### config.mk
export PLATFORM = sky130hd
export DESIGN_NAME = spi_cmd_master
export DESIGN_NICKNAME = d
export VERILOG_FILES = /design/src/rtl/spi_cmd_pkg.sv /design/src/rtl/spi_sck_gen.sv /design/src/rtl/spi_cmd_master.sv
export SDC_FILE = /design/constraint.sdc
export NUM_CORES = 1
export LEC_CHECK = 0
export ABC_AREA = 1
export BUFFER_PORTS_ARGS = -buffer_cell sky130_fd_sc_hd__buf_2
export CAP_MARGIN = 20
export CORE_ASPECT_RATIO = 0.8
export CORE_MARGIN = 1.5
export CORE_UTILIZATION = 30
export CTS_CLUSTER_SIZE = 10
export DETAILED_ROUTE_END_ITERATION = 8
export GPL_ROUTABILITY_DRIVEN = 0
export MAX_ROUTING_LAYER = met4
export PLACE_DENSITY = 0.46
export RECOVER_POWER = 50
export SLEW_MARGIN = 10
export SYNTH_ARGS = -nofsm -noshare
export SYNTH_HDL_FRONTEND = slang
export SYNTH_SLANG_ARGS = --single-unit
### constraint.sdc
create_clock -name clk -period 2.3 [get_ports clk]
set_input_delay 0.115 -clock clk [delete_from_list [all_inputs] [get_ports clk]]
set_output_delay 0.115 -clock clk [all_outputs]
set_load 0.01 [all_outputs]
### src/rtl/spi_cmd_pkg.sv
`default_nettype none
// +--------------------------------------------------------------------+
// | spi_cmd_pkg : opcodes, frame sizes and FSM states for the SPI      |
// |               command master.                                      |
// | Revision    : 1.0                                                  |
// +--------------------------------------------------------------------+
package spi_cmd_pkg;

    localparam logic [7:0] OP_NOP         = 8'h00;
    localparam logic [7:0] OP_INIT        = 8'h01;
    localparam logic [7:0] OP_WR_INVERTED = 8'h02;
    localparam logic [7:0] OP_RD_INVERTED = 8'h03;
    localparam logic [7:0] OP_WR_LEDS     = 8'h04;
    localparam logic [7:0] OP_RD_LEDS     = 8'h05;
    localparam logic [7:0] OP_WR_VEC      = 8'h06;
    localparam logic [7:0] OP_RD_VEC      = 8'h07;

    localparam int FRAME_BITS = 32;
    localparam int RSP_BITS   = 24;

    typedef enum logic [2:0] {
        ST_IDLE  = 3'd0,
        ST_SETUP = 3'd1,
        ST_SHIFT = 3'd2,
        ST_HOLD  = 3'd3,
        ST_GAP   = 3'd4
    } state_e;

    // Number of NOP frames that follow the command frame to clock out read data.
    function automatic logic [2:0] follow_frames(input logic [7:0] op, input int vec_words);
        case (op)
            OP_RD_INVERTED, OP_RD_LEDS: return 3'd1;
            OP_RD_VEC:                  return 3'(vec_words);
            default:                    return 3'd0;
        endcase
    endfunction

endpackage
`default_nettype wire

### src/rtl/spi_sck_gen.sv
`default_nettype none
// +--------------------------------------------------------------------+
// | spi_sck_gen : CLK_DIV half-period timer with SCK and edge strobes. |
// | Revision    : 1.0                                                  |
// +--------------------------------------------------------------------+
module spi_sck_gen #(
    parameter int CLK_DIV = 4
) (
    input  logic clk,
    input  logic reset_n,
    input  logic en,
    input  logic toggle_en,
    output logic tick,
    output logic rise,
    output logic fall,
    output logic sck
);

    localparam int CW = (CLK_DIV > 1) ? $clog2(CLK_DIV) : 1;

    logic [CW-1:0] cnt_q, cnt_d;
    logic          sck_q, sck_d;

    // tick/rise/fall describe what happens on the coming clk edge.
    always_comb begin
        tick  = en && (cnt_q == CW'(CLK_DIV - 1));
        rise  = tick && toggle_en && !sck_q;
        fall  = tick && toggle_en && sck_q;
        cnt_d = cnt_q;
        sck_d = sck_q;
        if (!en) begin
            cnt_d = '0;
            sck_d = 1'b0;
        end else if (tick) begin
            cnt_d = '0;
            if (toggle_en) begin
                sck_d = !sck_q;
            end
        end else begin
            cnt_d = cnt_q + CW'(1);
        end
    end

    always_ff @(posedge clk) begin
        if (!reset_n) begin
            cnt_q <= '0;
            sck_q <= 1'b0;
        end else begin
            cnt_q <= cnt_d;
            sck_q <= sck_d;
        end
    end

    assign sck = sck_q;

endmodule
`default_nettype wire

### src/rtl/spi_cmd_master.sv
`default_nettype none
// +--------------------------------------------------------------------+
// | spi_cmd_master : mode-0 SPI master for 32-bit opcode frames with   |
// |                  read follow-up frames. Option: SPI_CMD_MASTER_TIMEOUT_EN |
// | Revision       : 1.0                                               |
// +--------------------------------------------------------------------+
module spi_cmd_master
    import spi_cmd_pkg::*;
#(
    parameter int CLK_DIV    = 4,
    parameter int GAP_CYCLES = 8,
    parameter int VEC_WORDS  = 4
`ifdef SPI_CMD_MASTER_TIMEOUT_EN
    ,
    parameter int TIMEOUT_FRAMES = 16
`endif
) (
    input  logic        clk,
    input  logic        reset_n,
    input  logic        cmd_valid,
    output logic        cmd_ready,
    input  logic [7:0]  cmd_op,
    input  logic [23:0] cmd_data,
    output logic        rsp_valid,
    output logic [23:0] rsp_data,
    output logic        rsp_last,
    output logic        busy,
    output logic        SPI_SCK,
    output logic        SPI_SS,
    output logic        SPI_MOSI,
    input  logic        SPI_MISO
`ifdef SPI_CMD_MASTER_TIMEOUT_EN
    ,
    output logic        timeout
`endif
);

    localparam int GW = $clog2(GAP_CYCLES + 1);
    localparam int BW = $clog2(FRAME_BITS);

    state_e                state_q, state_d;
    logic [7:0]            op_q, op_d;
    logic [FRAME_BITS-1:0] tx_q, tx_d;
    logic [RSP_BITS-1:0]   rx_q, rx_d;
    logic [BW-1:0]         bit_q, bit_d;
    logic [2:0]            frame_q, frame_d;
    logic [GW-1:0]         gap_q, gap_d;
    logic                  ss_q, ss_d;
    logic                  rsp_valid_q, rsp_valid_d;
    logic                  rsp_last_q, rsp_last_d;
    logic [RSP_BITS-1:0]   rsp_data_q, rsp_data_d;
    logic                  sck_en, sck_toggle, tick, rise, fall, sck;
    logic [2:0]            follow;

    spi_sck_gen #(.CLK_DIV(CLK_DIV)) u_sck_gen (
        .clk       (clk),
        .reset_n   (reset_n),
        .en        (sck_en),
        .toggle_en (sck_toggle),
        .tick      (tick),
        .rise      (rise),
        .fall      (fall),
        .sck       (sck)
    );

    assign follow = follow_frames(op_q, VEC_WORDS);

    always_comb begin
        state_d     = state_q;
        op_d        = op_q;
        tx_d        = tx_q;
        rx_d        = rx_q;
        bit_d       = bit_q;
        frame_d     = frame_q;
        gap_d       = gap_q;
        ss_d        = ss_q;
        rsp_valid_d = 1'b0;
        rsp_last_d  = 1'b0;
        rsp_data_d  = rsp_data_q;
        sck_en      = 1'b0;
        sck_toggle  = 1'b0;
        case (state_q)
            ST_IDLE: begin
                if (cmd_valid) begin
                    op_d    = cmd_op;
                    tx_d    = {cmd_data, cmd_op};
                    bit_d   = '0;
                    frame_d = 3'd0;
                    ss_d    = 1'b0;
                    state_d = ST_SETUP;
                end
            end
            ST_SETUP: begin
                sck_en = 1'b1;
                if (tick) begin
                    state_d = ST_SHIFT;
                end
            end
            ST_SHIFT: begin
                sck_en     = 1'b1;
                sck_toggle = 1'b1;
                // Only the first RSP_BITS sampled bits form the response word.
                if (rise && (bit_q < BW'(RSP_BITS))) begin
                    rx_d = {rx_q[RSP_BITS-2:0], SPI_MISO};
                end
                if (fall) begin
                    tx_d  = {tx_q[FRAME_BITS-2:0], 1'b0};
                    bit_d = bit_q + BW'(1);
                    if (bit_q == BW'(FRAME_BITS - 1)) begin
                        state_d = ST_HOLD;
                    end
                end
            end
            ST_HOLD: begin
                sck_en = 1'b1;
                if (tick) begin
                    ss_d    = 1'b1;
                    gap_d   = '0;
                    state_d = ST_GAP;
                    if (frame_q != 3'd0) begin
                        rsp_valid_d = 1'b1;
                        rsp_data_d  = rx_q;
                        rsp_last_d  = (frame_q == follow);
                    end
                end
            end
            ST_GAP: begin
                if (gap_q == GW'(GAP_CYCLES - 1)) begin
                    if (frame_q < follow) begin
                        frame_d = frame_q + 3'd1;
                        tx_d    = '0;
                        bit_d   = '0;
                        ss_d    = 1'b0;
                        state_d = ST_SETUP;
                    end else begin
                        state_d = ST_IDLE;
                    end
                end else begin
                    gap_d = gap_q + GW'(1);
                end
            end
            default: state_d = ST_IDLE;
        endcase
    end

    always_ff @(posedge clk) begin
        if (!reset_n) begin
            state_q     <= ST_IDLE;
            op_q        <= '0;
            tx_q        <= '0;
            rx_q        <= '0;
            bit_q       <= '0;
            frame_q     <= '0;
            gap_q       <= '0;
            ss_q        <= 1'b1;
            rsp_valid_q <= 1'b0;
            rsp_last_q  <= 1'b0;
            rsp_data_q  <= '0;
        end else begin
            state_q     <= state_d;
            op_q        <= op_d;
            tx_q        <= tx_d;
            rx_q        <= rx_d;
            bit_q       <= bit_d;
            frame_q     <= frame_d;
            gap_q       <= gap_d;
            ss_q        <= ss_d;
            rsp_valid_q <= rsp_valid_d;
            rsp_last_q  <= rsp_last_d;
            rsp_data_q  <= rsp_data_d;
        end
    end

    assign cmd_ready = (state_q == ST_IDLE);
    assign busy      = (state_q != ST_IDLE);
    assign rsp_valid = rsp_valid_q;
    assign rsp_data  = rsp_data_q;
    assign rsp_last  = rsp_last_q;
    assign SPI_SCK   = sck;
    assign SPI_SS    = ss_q;
    assign SPI_MOSI  = tx_q[FRAME_BITS-1];

`ifdef SPI_CMD_MASTER_TIMEOUT_EN
    localparam int TW = $clog2(TIMEOUT_FRAMES + 1);

    logic [TW-1:0] miss_q, miss_d;
    logic          timeout_q, timeout_d;

    // Consecutive all-ones read responses mean the slave is not driving MISO.
    always_comb begin
        miss_d    = miss_q;
        timeout_d = timeout_q;
        if (rsp_valid_d) begin
            if (rsp_data_d == '1) begin
                if (miss_q != TW'(TIMEOUT_FRAMES)) begin
                    miss_d = miss_q + TW'(1);
                end
            end else begin
                miss_d = '0;
            end
        end
        if (miss_d == TW'(TIMEOUT_FRAMES)) begin
            timeout_d = 1'b1;
        end
    end

    always_ff @(posedge clk) begin
        if (!reset_n) begin
            miss_q    <= '0;
            timeout_q <= 1'b0;
        end else begin
            miss_q    <= miss_d;
            timeout_q <= timeout_d;
        end
    end

    assign timeout = timeout_q;
`endif

endmodule
`default_nettype wire
==> results of run 1 <==
[Yosys cell counts]
master / n / share of area
sky130_fd_sc_hd__a21boi_0: 1 / 0.0015
sky130_fd_sc_hd__a21oi_1: 16 / 0.016
sky130_fd_sc_hd__a21oi_2: 1 / 0.0018
sky130_fd_sc_hd__buf_1: 3 / 0.0023
sky130_fd_sc_hd__buf_2: 13 / 0.013
sky130_fd_sc_hd__buf_4: 6 / 0.0092
sky130_fd_sc_hd__buf_6: 3 / 0.0069
sky130_fd_sc_hd__clkbuf_1: 15 / 0.012
sky130_fd_sc_hd__clkinv_1: 1 / 0.00077
sky130_fd_sc_hd__dfxtp_1: 109 / 0.45
sky130_fd_sc_hd__ha_1: 8 / 0.020
sky130_fd_sc_hd__inv_1: 31 / 0.024
sky130_fd_sc_hd__inv_2: 6 / 0.0046
sky130_fd_sc_hd__nand2_1: 136 / 0.10
sky130_fd_sc_hd__nand2_2: 4 / 0.0051
sky130_fd_sc_hd__nand3_1: 46 / 0.047
sky130_fd_sc_hd__nand3_2: 2 / 0.0041
sky130_fd_sc_hd__nand3_4: 1 / 0.0036
sky130_fd_sc_hd__nand3b_1: 33 / 0.051
sky130_fd_sc_hd__nand4_1: 3 / 0.0038
sky130_fd_sc_hd__nor2_1: 179 / 0.14
sky130_fd_sc_hd__nor2_2: 2 / 0.0026
sky130_fd_sc_hd__nor2_8: 1 / 0.0041
sky130_fd_sc_hd__nor3_1: 4 / 0.0041
sky130_fd_sc_hd__nor3_2: 1 / 0.0020
sky130_fd_sc_hd__nor3b_1: 1 / 0.0015
sky130_fd_sc_hd__nor4b_1: 1 / 0.0018
sky130_fd_sc_hd__o21ai_0: 58 / 0.059
sky130_fd_sc_hd__o21ai_1: 6 / 0.0061
sky130_fd_sc_hd__xnor2_1: 2 / 0.0036
[power groups by stage]
stage | clock network [mW] | registers (mW) | logic, mW
5_1_grt | 1.70 | 2.56 | 2.10
3_3_place_gp | 0 | 2.55 | 1.81
4_1_cts | 1.62 | 2.51 | 1.85
6_report | 1.57 | 2.52 | 1.82
2_1_floorplan | 0 | 2.48 | 1.46
3_5_place_dp | 0 | 2.55 | 1.84
[cell families after synthesis]
| family | synth area share |
|---|---|
| AND/OR/NAND/NOR | 0.372 |
| flip-flops | 0.446 |
| AO/OA/AOI/OAI | 0.0852 |
| buffers and inverters | 0.0724 |
| adder cells (fa/ha/maj) | 0.0205 |
| XOR/XNOR | 0.00358 |
[registers in the layout, indices dropped and copies added (netlist names)]
name	cells
rx_q	24
SPI_SS	1
frame_q	3
state_q	3
bit_q	5
gap_q	4
u_sck_gen.cnt_q	2
tx_q	32
u_sck_gen.sck	1
rsp_valid	1
rsp_data	24
op_q	8
rsp_last	1
[what timing repair did]
action | CTS | global route
gates resized for setup | 0 | 1
buffers inserted | 0 | 0
setup endpoints to repair | 0 | 23
[cell usage in the layout, fill, tap and decap left out, drive strengths merged]
master    instances
xnor2             2
nand2           140
dfxtp           109
o21ai            64
buf              45
nor3b             1
a21oi            17
nor4b             1
a21boi            1
clkbuf           43
nand4             3
nor3              5
clkinv            2
nor2            182
nand3b           33
nand3            49
inv              38
bufinv            1
ha                8
clkinvlp          2
[how the worst max path moves through the flow]
stage | startpoint | end | slack, ns | cells after the start
after floorplan | op_q[6] | tx_q[18] | 0.47 | 12
after global placement | op_q[6] | tx_q[15] | 0.29 | 13
after detailed placement | op_q[6] | tx_q[14] | 0.19 | 13
after CTS | op_q[6] | tx_q[18] | 0.18 | 13
after global routing | op_q[6] | tx_q[16] | 0.006 | 13
final | op_q[6] | tx_q[30] | 0.29 | 13
[cell type report]
| type | count | area (um^2) | share of cell area |
|---|---|---|---|
| Inverter | 38 | 145 | 0.0257 |
| Sequential cell | 109 | 2180 | 0.386 |
| Clock inverter | 5 | 58.8 | 0.0104 |
| Multi-Input combinational cell | 506 | 2350 | 0.416 |
| Timing Repair Buffer | 77 | 410 | 0.0726 |
| Clock buffer | 11 | 233 | 0.0412 |
| Tap cell | 215 | 269 | 0.0476 |
[metal layers]
| layer | track usage | part of all wire | up-vias |
|---|---|---|---|
| met1 | 0.204 | 0.53 | 2102 |
| met5 | - | 0 | - |
| met3 | 0.0368 | 0.046 | 6 |
| met4 | 0.0503 | 0.011 | 0 |
| met2 | 0.213 | 0.41 | 94 |
| li1 | - | - | 2301 |
[worst min-delay path, cell delays in order]
cell and delay (ns):
sky130_fd_sc_hd__buf_2 0.08, sky130_fd_sc_hd__o21ai_0 0.07, sky130_fd_sc_hd__nor2_1 0.08
==> out/results.txt, run 1 <==
The run finished with clean final reports. The depth of the worst hold-timing path was 3; the die outline height was 117 um. The global-route wire length before repair came out at 19,700 um. The library cell used as clock root buffer is sky130_fd_sc_hd__clkbuf_16. For the worst setup path, the data required time is 2.60 ns.

The final cell utilization of the core was 0.356; the worst hold slack across all endpoints was 0.0193 ns. At the later pin of the worst-skew pair, clock insertion delay measures 0.36 ns. The effective utilization at floorplan is 0.309, and the number of placed instances with taps included is 945. The run gives 0.446 as the share of synthesized area occupied by flip-flops and latches. The maximum net fanout on the critical path works out to 23. Clock network power share: 0.266. The count of final hold-check violations was 0; the design area was 5650 um^2. Worst flop-to-flop path endpoint: tx_q[30]. The placed instances occupy a cell area of 5400 um^2.

For the worst reg-to-reg setup slack, the log shows 0.29 ns. The global-route total usage across every layer was 0.149. For this design, the CTS-stage hold fixing added 0 buffers. Type of element capturing the critical path: a flop.

In the final routed layout, each cell accounts on average for 12.4 um. In this run the remaining antenna-violating nets after routing total 0. The synthesized netlist contains 30 unique library cells.

Across the VDD grid, the largest voltage drop is 0.376 mV. Synthesis produced a netlist whose cell count is 693. Counting flops and latches in the post-synthesis netlist gives 109.

The clock period could shrink to 2.01 ns. The final layout contains 785 nets. Summed over all failing endpoints, the final setup total negative slack is 0 ns. Summing every instance area after synthesis gives 4890 um^2. The total power was 5.91 mW. The gate family responsible for the most delay along the worst path is simple AND/OR/NAND/NOR gates.

Switching part of the total: 0.354. The number of antenna violations at the first check in global routing came out at 0. Entering global routing, the biggest net connects 76 pins. The tools report the internal power consumption as 3.82 mW. The share of power burned in registers is 0.426. The destination of the worst hold path is rx_q[0]. Setup repair after global routing left no endpoint under its margin. Static timing analysis puts the maximum clock frequency at 498 MHz. The number of violations reported at the end of detailed-routing iteration 0 is 252. The worst hold path belongs to the class in2reg.

Timing analysis after detailed placement gives a worst setup slack of 0.193 ns. The average cell area after synthesis works out to 7.06 um^2. The logs give 15,900 um^2 for the core footprint and 0 for the number of max-capacitance violations reported. The pre-antenna-repair detailed-routing pass consisted of 4 iterations.

The synthesis-to-layout area growth works out to 15.5%. For the relative max-transition margin, the log shows 0.426. The tools report the final clock skew as 0.00887 ns. Across all setup checks in the final design, the least slack found is 0.292 ns. The slowest stage cell on the critical path is sky130_fd_sc_hd__dfxtp_1.

TritonCTS created 9 clock buffers. Setup violations remaining at the end of the flow were counted as 0. The run gives 1,662 as the number of inserted filler cells in the final layout. The floorplan row count was 41.

The kind of start point of the critical path is a flop. Yosys printed 0 warnings. For this run, design rule violations remaining after detail routing come to 0.

The total overflow reported by the global router was 0; the share of the cycle needed by the critical path after routing was 0.873. TritonCTS built the clock tree. The delay of the slowest cell on the worst path came out at 0.30 ns. The H-tree generated during clock tree synthesis spans 3 levels.

The switching component of the power came out at 2.09 mW. Once detailed placement completed, the half-perimeter wirelength came to 7870 um. The logs give 0 for the final-report max-slew violation count and 17,100 um^2 for the total die area. The logs give 0.308 for the combinational share of power and 4,503 for the number of vias in the routed layout.

The boundary pin count is 67, and the combined buffer and inverter count along the critical path is 3. The number of diodes was 0; the number of buffers between clock root and the deepest sink was 2. The critical path in this run is classified as reg2reg. Counting every net in the synthesized netlist gives 737. Power spread over the standard cell area amounts to 1050 nW/um^2. The via count of the first global-routing pass is 3,949, and the ratio of routed vias to standard cells is 4.69.

The startpoint identified for the worst register-to-register timing path is op_q[6]. For this design the static power due to leakage is 2.54 nW. Data arrives at the worst endpoint at 2.30 ns. The depth of the worst register-to-register path was 13; the clock-pin transition on the worst setup and hold timing paths was 0.08 ns.

The source of the worst hold timing path is SPI_MISO. The critical path goes through inv_1, nand4_1, nor4b_1, ha_1, nand2_1, nand2_1, nand3_1, nand2_2, nand3_4, inv_4, buf_12, nor2_1, nor2_1. After the flow finishes, the layout carries non-filler instances totaling 961.

Buffers placed on the I/O ports in this run total 66. The aggregate routed wire length is 11,900 um, and the x dimension of the die is 146 um. Clock tree synthesis found a total of 109 sinks.

The transition time of the tightest slew-check pin was 0.860 ns. The ratio of cells with drive above 1 in the final layout came out at 0.0992.
Note: power is estimated with default switching activity, not from simulation.
==> run 2: changes to the inputs <==
--- a/config.mk
+++ b/config.mk
@@ -6,17 +6,18 @@
 export NUM_CORES = 1
 export LEC_CHECK = 0
 export ABC_AREA = 1
-export BUFFER_PORTS_ARGS = -buffer_cell sky130_fd_sc_hd__buf_2
 export CAP_MARGIN = 20
 export CORE_ASPECT_RATIO = 0.8
 export CORE_MARGIN = 1.5
 export CORE_UTILIZATION = 30
 export CTS_CLUSTER_SIZE = 10
 export DETAILED_ROUTE_END_ITERATION = 8
+export DONT_BUFFER_PORTS = 1
 export GPL_ROUTABILITY_DRIVEN = 0
 export MAX_ROUTING_LAYER = met4
-export PLACE_DENSITY = 0.46
+export PLACE_DENSITY = 0.43
 export RECOVER_POWER = 50
+export REMOVE_ABC_BUFFERS = 1
 export SLEW_MARGIN = 10
 export SYNTH_ARGS = -nofsm -noshare
 export SYNTH_HDL_FRONTEND = slang
==> run 2 against run 1 <==
  * Core utilization shrank 1.3 points
  * Clock power shrank 3%
  * Worst setup slack lost 0.037 ns
  * Die area is the same
  * Fmax shrank 1.8%
  * Combinational power shrank 5%
  * Wire length shrank 4.1%
  * First-iteration DRC count shrank 21%
  * Via count shrank 8.9%
  * Sequential power is essentially flat
  * Design area shrank 3.5%
  * Largest cell class unchanged
  * Largest power group unchanged
  * Highest routed layer unchanged
==> out/results.txt, run 2 (synthesis gave the netlist of run 1 again) <==
Combinational share of power: 0.300 (was 0.308). Clock-pin transition on the worst setup and hold timing paths: 0.08 ns (about the same). Number of diodes: 0 (unchanged).

Boundary pin count: 67 (unchanged). The tools report the number of vias in the routed layout as 4,104 (was 4,503). Classification of the worst-slack hold path: in2reg (unchanged). The run gives 4 (unchanged) as the number of detailed-routing iterations run before antenna repair. The ratio of cells with drive above 1 in the final layout is 0.0609 (was 0.0992), and the core footprint is 15,900 um^2 (unchanged). The delay of the slowest cell on the worst path works out to 0.61 ns (was 0.30 ns). TritonCTS built the clock tree. The floorplan row count was 41 (unchanged). The run gives 3,694 (was 3,949) as the via count of the first global-routing pass. The number of placed instances with taps included was 879 (was 945). The run gives 0.438 (was 0.426) as the relative max-transition margin. The logs give 0.309 (unchanged) for the effective utilization at floorplan and 0 (unchanged) for the count of buffers added by post-CTS timing repair for setup.

The internal power consumption is 3.72 mW (was 3.82 mW), and the number of buffers between clock root and the deepest sink is 2 (unchanged). The multi-input logic area is 2350 um^2 (unchanged). Ordered cell list for the critical path: nor2_1, nand2_1, nor3_2, nand2_2, inv_1, nor2_1, nor2_1 (was inv_1, nand4_1, nor4b_1, ha_1, nand2_1, nand2_1, nand3_1, nand2_2, nand3_4, inv_4, buf_12, nor2_1, nor2_1). The tools report the type of element capturing the critical path as a flop (unchanged). The flow ran to the end, and the final reports show no timing, DRC or antenna violations. The run gives 0.265 (was 0.266) as the clock network power share.

Data required time at the worst endpoint: 2.59 ns (was 2.60 ns). Global-route wire length before repair: 19,200 um (was 19,700 um). The x dimension of the die is 146 um (unchanged). The run gives 0.406 mV (was 0.376 mV) as the worst vdd rail ir drop. Kind of start point of the critical path: a flop (unchanged).

The power density over the cells is 1060 nW/um^2 (was 1050 nW/um^2), and the H-tree depth is 3 (unchanged). The tools report the number of buffers inserted during clock tree synthesis as 9 (unchanged). The post-layout minimum cycle time works out to 2.04 ns (was 2.01 ns). The final-report setup violation count came out at 0 (unchanged). The run gives 2.42 nW (was 2.54 nW) as the leakage dissipation. The total die area is 17,100 um^2 (unchanged).

The type of the worst setup path was reg2reg (unchanged). Setup repair after global routing left no endpoint under its margin. The placed wire-length estimate is 7380 um (was 7870 um), and the share of power burned in registers is 0.436 (was 0.426). The switching component of the power was 2.07 mW (was 2.09 mW); the ratio of routed vias to standard cells was 4.53 (was 4.69). The largest net degree at the start of global routing was 92 (was 76). The register with the most flip-flops was tx_q (unchanged). The number of input and output port buffers inserted works out to 0 (was 66). The number of flip-flops under the largest register name was 32 (unchanged).

The count of clock tree sinks is 109 (unchanged). The final clock skew is 0.00976 ns (was 0.00887 ns), and the aggregate routed wire length is 11,500 um (was 11,900 um). The final-report max-slew violation count is 0 (unchanged). The most common library cell in the layout ignoring fill and taps was sky130_fd_sc_hd__nor2_1 (unchanged). The synthesis-to-layout area growth works out to 11.4% (was 15.5%). The number of nets in the layout came out at 729 (was 785). The die outline height was 117 um (unchanged); the number of inserted filler cells in the final layout was 1,677 (was 1,662). Number of violations reported at the end of detailed-routing iteration 0: 198 (was 252). Slowest stage cell on the critical path: sky130_fd_sc_hd__inv_1 (was sky130_fd_sc_hd__dfxtp_1).

The final instance count without filler cells came out at 905 (was 961). The number of max-capacitance violations reported is 0 (unchanged), and the post-detailed-route wirelength per cell is 12.7 um (was 12.4 um). The number of remaining DRC errors is 0 (unchanged), and the area of all sequential standard cells is 2180 um^2 (unchanged). The number of antenna violations at the first check in global routing was 0 (unchanged); the data arrival time of the critical path was 2.33 ns (was 2.30 ns). The later-pin clock latency in the skew report was 0.35 ns (was 0.36 ns). The switching part of the total was 0.357 (was 0.354). The maximum net fanout on the critical path is 24 (was 23). The share of the cycle needed by the critical path after routing works out to 0.889 (was 0.873). The transition time of the tightest slew-check pin works out to 0.842 ns (was 0.860 ns). The final setup TNS came out at 0 ns (unchanged). The most frequent cell on the critical path was sky130_fd_sc_hd__nor2_1. Top library cells by usage in the layout, fill and taps aside: sky130_fd_sc_hd__nor2_1, sky130_fd_sc_hd__nand2_1, sky130_fd_sc_hd__dfxtp_1 (unchanged). The total overflow reported by the global router is 0 (unchanged). The run gives 0.145 (was 0.149) as the global-route total usage across every layer. For the count of final hold-check violations, the log shows 0 (unchanged). The maximum clock frequency came out at 489 MHz (was 498 MHz).

The library cell used as clock root buffer is sky130_fd_sc_hd__clkbuf_16 (unchanged). The tools report the number of routed nets with antenna violations as 0 (unchanged).
run 2: cell types whose count changed in the layout (fill, tap and decap cells not counted), moves of 2 or more:
cell / previous run / this run
sky130_fd_sc_hd__dlygate4sd3_1: 0 / 9
sky130_fd_sc_hd__inv_6: 1 / 5
sky130_fd_sc_hd__clkinvlp_4: 2 / 0
sky130_fd_sc_hd__buf_2: 34 / 0
sky130_fd_sc_hd__clkbuf_1: 34 / 0
sky130_fd_sc_hd__buf_12: 3 / 1
run 2: worst paths after layout:
check / from / to / depth (start not counted) / slack, ns
setup / recovery: state_q[0] / rx_q[11] / 7 / 0.26
hold reg to reg: u_sck_gen.cnt_q[0] / u_sck_gen.cnt_q[0] / 1 / 0.42
setup reg to reg: state_q[0] / rx_q[11] / 7 / 0.26
hold / removal: reset_n / bit_q[4] / 2 / 0.02
run 2: metal layers:
| layer | up-vias | global-route usage | routed length, um |
|---|---|---|---|
| met3 | 2 | 0.0391 | 485 |
| met2 | 48 | 0.208 | 4860 |
| li1 | 2201 | - | - |
| met1 | 1853 | 0.195 | 6060 |
| met5 | - | - | 0 |
| met4 | 0 | 0.0510 | 54 |
run 2: power groups by stage:
stage / sequential [mW] / clock, mW / combinational, mW
floorplan: 2.51 / 0 / 1.27
global placement: 2.56 / 0 / 1.72
detailed placement: 2.57 / 0 / 1.75
CTS: 2.53 / 1.61 / 1.79
global route: 2.58 / 1.68 / 2.00
finish: 2.52 / 1.53 / 1.73
run 2: critical path: cells and delay by family (launching register included):
family | cells | cell delay [ns]
AND/OR/NAND/NOR | 6 | 0.95
buffers and inverters | 1 | 0.61
flip-flops | 1 | 0.42
run 2: repair_timing:
item	CTS	global route
setup endpoints to repair	0	31
hold buffers	10	0
endpoints found under the hold margin	93	0
gates resized for setup	0	2
run 2: area by class of cell:
cell class,instances,share of cell area
repair buffers,21,0.0397
clock buffers,10,0.0439
multi-input cells,506,0.431
flip-flops and latches,109,0.400
well taps,215,0.0494
inverters,38,0.0262
clock inverters,6,0.00896
run 2: metrics by stage:
step / total power, mW / setup slack (ns) / hold WS, ns / instance area, um^2 / util
finish: 5.79 / 0.255 / 0.0210 / 5450 / 0.344
global route: 6.27 / 0.00269 / 0.0450 / 5450 / 0.344
CTS: 5.93 / 0.223 / 0.0112 / 5460 / 0.345
detailed placement: 4.32 / 0.249 / 0.251 / 5060 / 0.319
global placement: 4.29 / 0.302 / 0.248 / 5060 / 0.319
floorplan: 3.78 / 0.116 / 0.235 / 4680 / -
==> run 3: changes to the inputs <==
--- a/config.mk
+++ b/config.mk
@@ -14,8 +14,9 @@
 export DETAILED_ROUTE_END_ITERATION = 8
 export DONT_BUFFER_PORTS = 1
 export GPL_ROUTABILITY_DRIVEN = 0
+export GPL_TIMING_DRIVEN = 0
 export MAX_ROUTING_LAYER = met4
-export PLACE_DENSITY = 0.43
+export PLACE_DENSITY = 0.44
 export RECOVER_POWER = 50
 export REMOVE_ABC_BUFFERS = 1
 export SLEW_MARGIN = 10
==> constraint.sdc (replaced) <==
create_clock -name clk -period 1.7 [get_ports clk]
set_input_delay 0.085 -clock clk [delete_from_list [all_inputs] [get_ports clk]]
set_output_delay 0.085 -clock clk [all_outputs]
set_load 0.01 [all_outputs]
==> run 3 against run 2 <==
  * The flow now finishes with violations (hold timing, setup timing)
  * Sequential cell count unchanged
  * Fmax decreased by 2.3%
  * Critical path depth increased by 6
  * Die area unchanged
  * Worst setup slack got worse by 0.65 ns
  * Non-clock buffer count increased by 1
  * Total power increased by 52%
  * Clock power increased by 35%
  * Clock skew decreased by 0.0019 ns
  * First-iteration DRC count increased by 29%
  * Critical path type unchanged
  * Largest cell class unchanged
==> out/results.txt, run 3 (synthesis gave the netlist of run 1 again) <==
The data arrival time of the critical path is 2.35 ns (was 2.33 ns). The final-report max-slew violation count is 0 (unchanged). The launching point of the worst reg2reg path was op_q[6] (was state_q[0]). The transition time of the tightest slew-check pin came out at 0.379 ns (was 0.842 ns). The final clock skew is 0.00787 ns (was 0.00976 ns), and the share of power burned in registers is 0.398 (was 0.436).

The pre-CTS setup slack came out at -1.37 ns (was 0.249 ns). Final instance count without filler cells: 913 (was 905). The tools report the largest net degree at the start of global routing as 94 (was 92).

Via count of the first global-routing pass: 3,871 (was 3,694). The tools report the destination of the worst hold path as rx_q[5] (was bit_q[4]). The number of inserted filler cells in the final layout came out at 1,670 (was 1,677). The placed wire-length estimate is 6860 um (was 7380 um), and the global-route total usage across every layer is 0.158 (was 0.145). The post-place instance area is 4950 um^2 (was 5060 um^2).

Worst flop-to-flop path endpoint: tx_q[23] (was rx_q[11]). For the slack of the critical path, the log shows -0.392 ns (was 0.255 ns). The maximum clock frequency came out at 478 MHz (was 489 MHz). Type of element capturing the critical path: a flop (unchanged). The design area is 5970 um^2 (was 5450 um^2), and the global-route wire length before repair is 20,600 um (was 19,200 um).

The worst vdd rail ir drop is 0.610 mV (was 0.406 mV), and the H-tree depth is 3 (unchanged). The number of routed nets with antenna violations is 0 (unchanged). The library cell used as clock root buffer was sky130_fd_sc_hd__clkbuf_16 (unchanged).

The most common library cell in the layout ignoring fill and taps is sky130_fd_sc_hd__nor2_1 (unchanged). The source of the worst hold timing path was reset_n (unchanged). The worst reg-to-reg setup slack is -0.39 ns (was 0.26 ns). The number of flip-flops under the largest register name was 32 (unchanged).

For the number of placed instances with taps included, the log shows 868 (was 879). Top library cells by usage in the layout, fill and taps aside: sky130_fd_sc_hd__nor2_1, sky130_fd_sc_hd__nand2_1, sky130_fd_sc_hd__dfxtp_1 (unchanged). The effective utilization at floorplan is 0.309 (unchanged). The tools report the core footprint as 15,900 um^2 (unchanged).

The maximum net fanout on the critical path is 5 (was 24), and the number of vias in the routed layout is 4,221 (was 4,104). The worst hold slack across all endpoints was -0.155 ns (was 0.0210 ns). The tools report the count of final hold-check violations as 92 (was 0).

The depth of the worst register-to-register path was 13 (was 7); the synthesis-to-layout area growth was 22.1% (was 11.4%). For the number of diodes, the log shows 0 (unchanged). The combinational share of power is 0.367 (was 0.300), and the number of antenna violations at the first check in global routing is 0 (unchanged). Ratio of cells with drive above 1 in the final layout: 0.162 (was 0.0609). The kind of start point of the critical path is a flop (unchanged). Number of remaining DRC errors: 0 (unchanged). The number of nets in the layout was 737 (was 729). The ratio of routed vias to standard cells is 4.62 (was 4.53), and the total overflow reported by the global router is 0 (unchanged). The number of buffers between clock root and the deepest sink came out at 2 (unchanged). The clock network power share was 0.235 (was 0.265). The share of the cycle needed by the critical path after routing is 1.23 (was 0.889), and the cts-stage hold buffer count is 4 (was 10). The tools report the total die area as 17,100 um^2 (unchanged). The classification of the worst-slack hold path was in2reg (unchanged).

For the area of all sequential standard cells, the log shows 2200 um^2 (was 2180 um^2). Post-layout minimum cycle time: 2.09 ns (was 2.04 ns). The run gives 9 (unchanged) as the number of buffers inserted during clock tree synthesis.

The number of violations reported at the end of detailed-routing iteration 0 was 256 (was 198). The clock-pin transition on the worst setup and hold timing paths was 0.08 ns (about the same). The switching part of the total was 0.381 (was 0.357). Register with the most flip-flops: tx_q (unchanged). The x dimension of the die is 146 um (unchanged). The checks that failed: hold timing, setup timing. The run gives -14.40 ns (was 0 ns) as the final setup TNS. For the data required time at the worst endpoint, the log shows 1.96 ns (was 2.59 ns). TritonCTS built the clock tree.

For the count of clock tree sinks, the log shows 109 (unchanged). The run finished, with violations left. The logs give 67 (unchanged) for the boundary pin count and 4 (unchanged) for the number of detailed-routing iterations run before antenna repair.

Setup repair after global routing could not meet its margin everywhere. The floorplan row count was 41 (unchanged); the number of max-capacitance violations reported was 0 (unchanged). The relative max-transition margin is 0.746 (was 0.438).

The final-report setup violation count was 42 (was 0). The run gives 3.36 mW (was 2.07 mW) as the switching component of the power. Type of the worst setup path: reg2reg (unchanged). Power density over the cells: 1480 nW/um^2 (was 1060 nW/um^2).

The internal power consumption was 5.47 mW (was 3.72 mW); the later-pin clock latency in the skew report was 0.35 ns (about the same). The tools report the leakage dissipation as 2.55 nW (was 2.42 nW). The die outline height came out at 117 um (unchanged). The depth of the worst hold-timing path works out to 2 (unchanged).

The multi-input logic area was 2660 um^2 (was 2350 um^2). The aggregate routed wire length was 13,100 um (was 11,500 um); the number of input and output port buffers inserted was 0 (unchanged). The post-detailed-route wirelength per cell works out to 14.3 um (was 12.7 um).
==> run 3: through the flow <==
stage	util	total power, mW
after detailed placement	0.312	5.65
after global placement	0.312	5.59
final	0.377	8.83
after floorplan	-	5.11
after global routing	0.377	9.44
after CTS	0.355	8.42
==> run 3: worst max path at each step <==
stage / start / end / slack, ns / cells after the start
after floorplan: op_q[6] / state_q[0] / -0.48 / 12
after CTS: op_q[6] / tx_q[19] / -0.38 / 13
final: op_q[6] / tx_q[23] / -0.39 / 13
after detailed placement: op_q[6] / state_q[0] / -1.37 / 12
after global routing: op_q[6] / tx_q[5] / -0.51 / 13
after global placement: op_q[6] / state_q[0] / -1.32 / 12
==> run 3: metal layers <==
layer	share of wire	GRT usage	up-vias	routed length (um)
met4	0.011	0.0367	0	142
met5	0	-	-	0
met2	0.42	0.230	60	5420
li1	-	-	2218	-
met1	0.52	0.213	1932	6850
met3	0.049	0.0496	11	644
==> run 3: final cells by class <==
class	instances	area share
timing repair buffer	22	0.0480
multi-input combinational	509	0.446
clock buffer	11	0.0423
tap	215	0.0451
timing repair inverter	4	0.00776
sequential	109	0.368
inverter	38	0.0373
clock inverter	5	0.00566
==> run 3: power by group through the flow <==
stage | registers [mW] | clock network [mW] | logic (mW)
after floorplan | 3.40 | 0 | 1.71
after global placement | 3.45 | 0 | 2.14
after detailed placement | 3.47 | 0 | 2.17
after CTS | 3.46 | 2.14 | 2.82
after global routing | 3.58 | 2.24 | 3.62
final | 3.52 | 2.07 | 3.24
==> run 3: worst max-delay path, stage by stage, from the launching register on <==
cell                        delay, ns
sky130_fd_sc_hd__dfxtp_1         0.30
sky130_fd_sc_hd__inv_1           0.06
sky130_fd_sc_hd__nand4_1         0.24
sky130_fd_sc_hd__nor3_2          0.20
sky130_fd_sc_hd__nand3_2         0.13
sky130_fd_sc_hd__ha_4            0.27
sky130_fd_sc_hd__nand2_4         0.08
sky130_fd_sc_hd__nand3_4         0.11
sky130_fd_sc_hd__nand2_8         0.12
sky130_fd_sc_hd__buf_12          0.13
sky130_fd_sc_hd__clkbuf_16       0.15
sky130_fd_sc_hd__nand3b_1        0.08
sky130_fd_sc_hd__nand2_1         0.08
sky130_fd_sc_hd__nor2_1          0.04
==> run 3: timing repair <==
item	4_1_cts	5_1_grt
cloned	7	3
gates resized for setup	58	63
buffers inserted	9	6
endpoints found under the setup margin	102	99
hold endpoints to repair	96	92
pin swaps	17	14
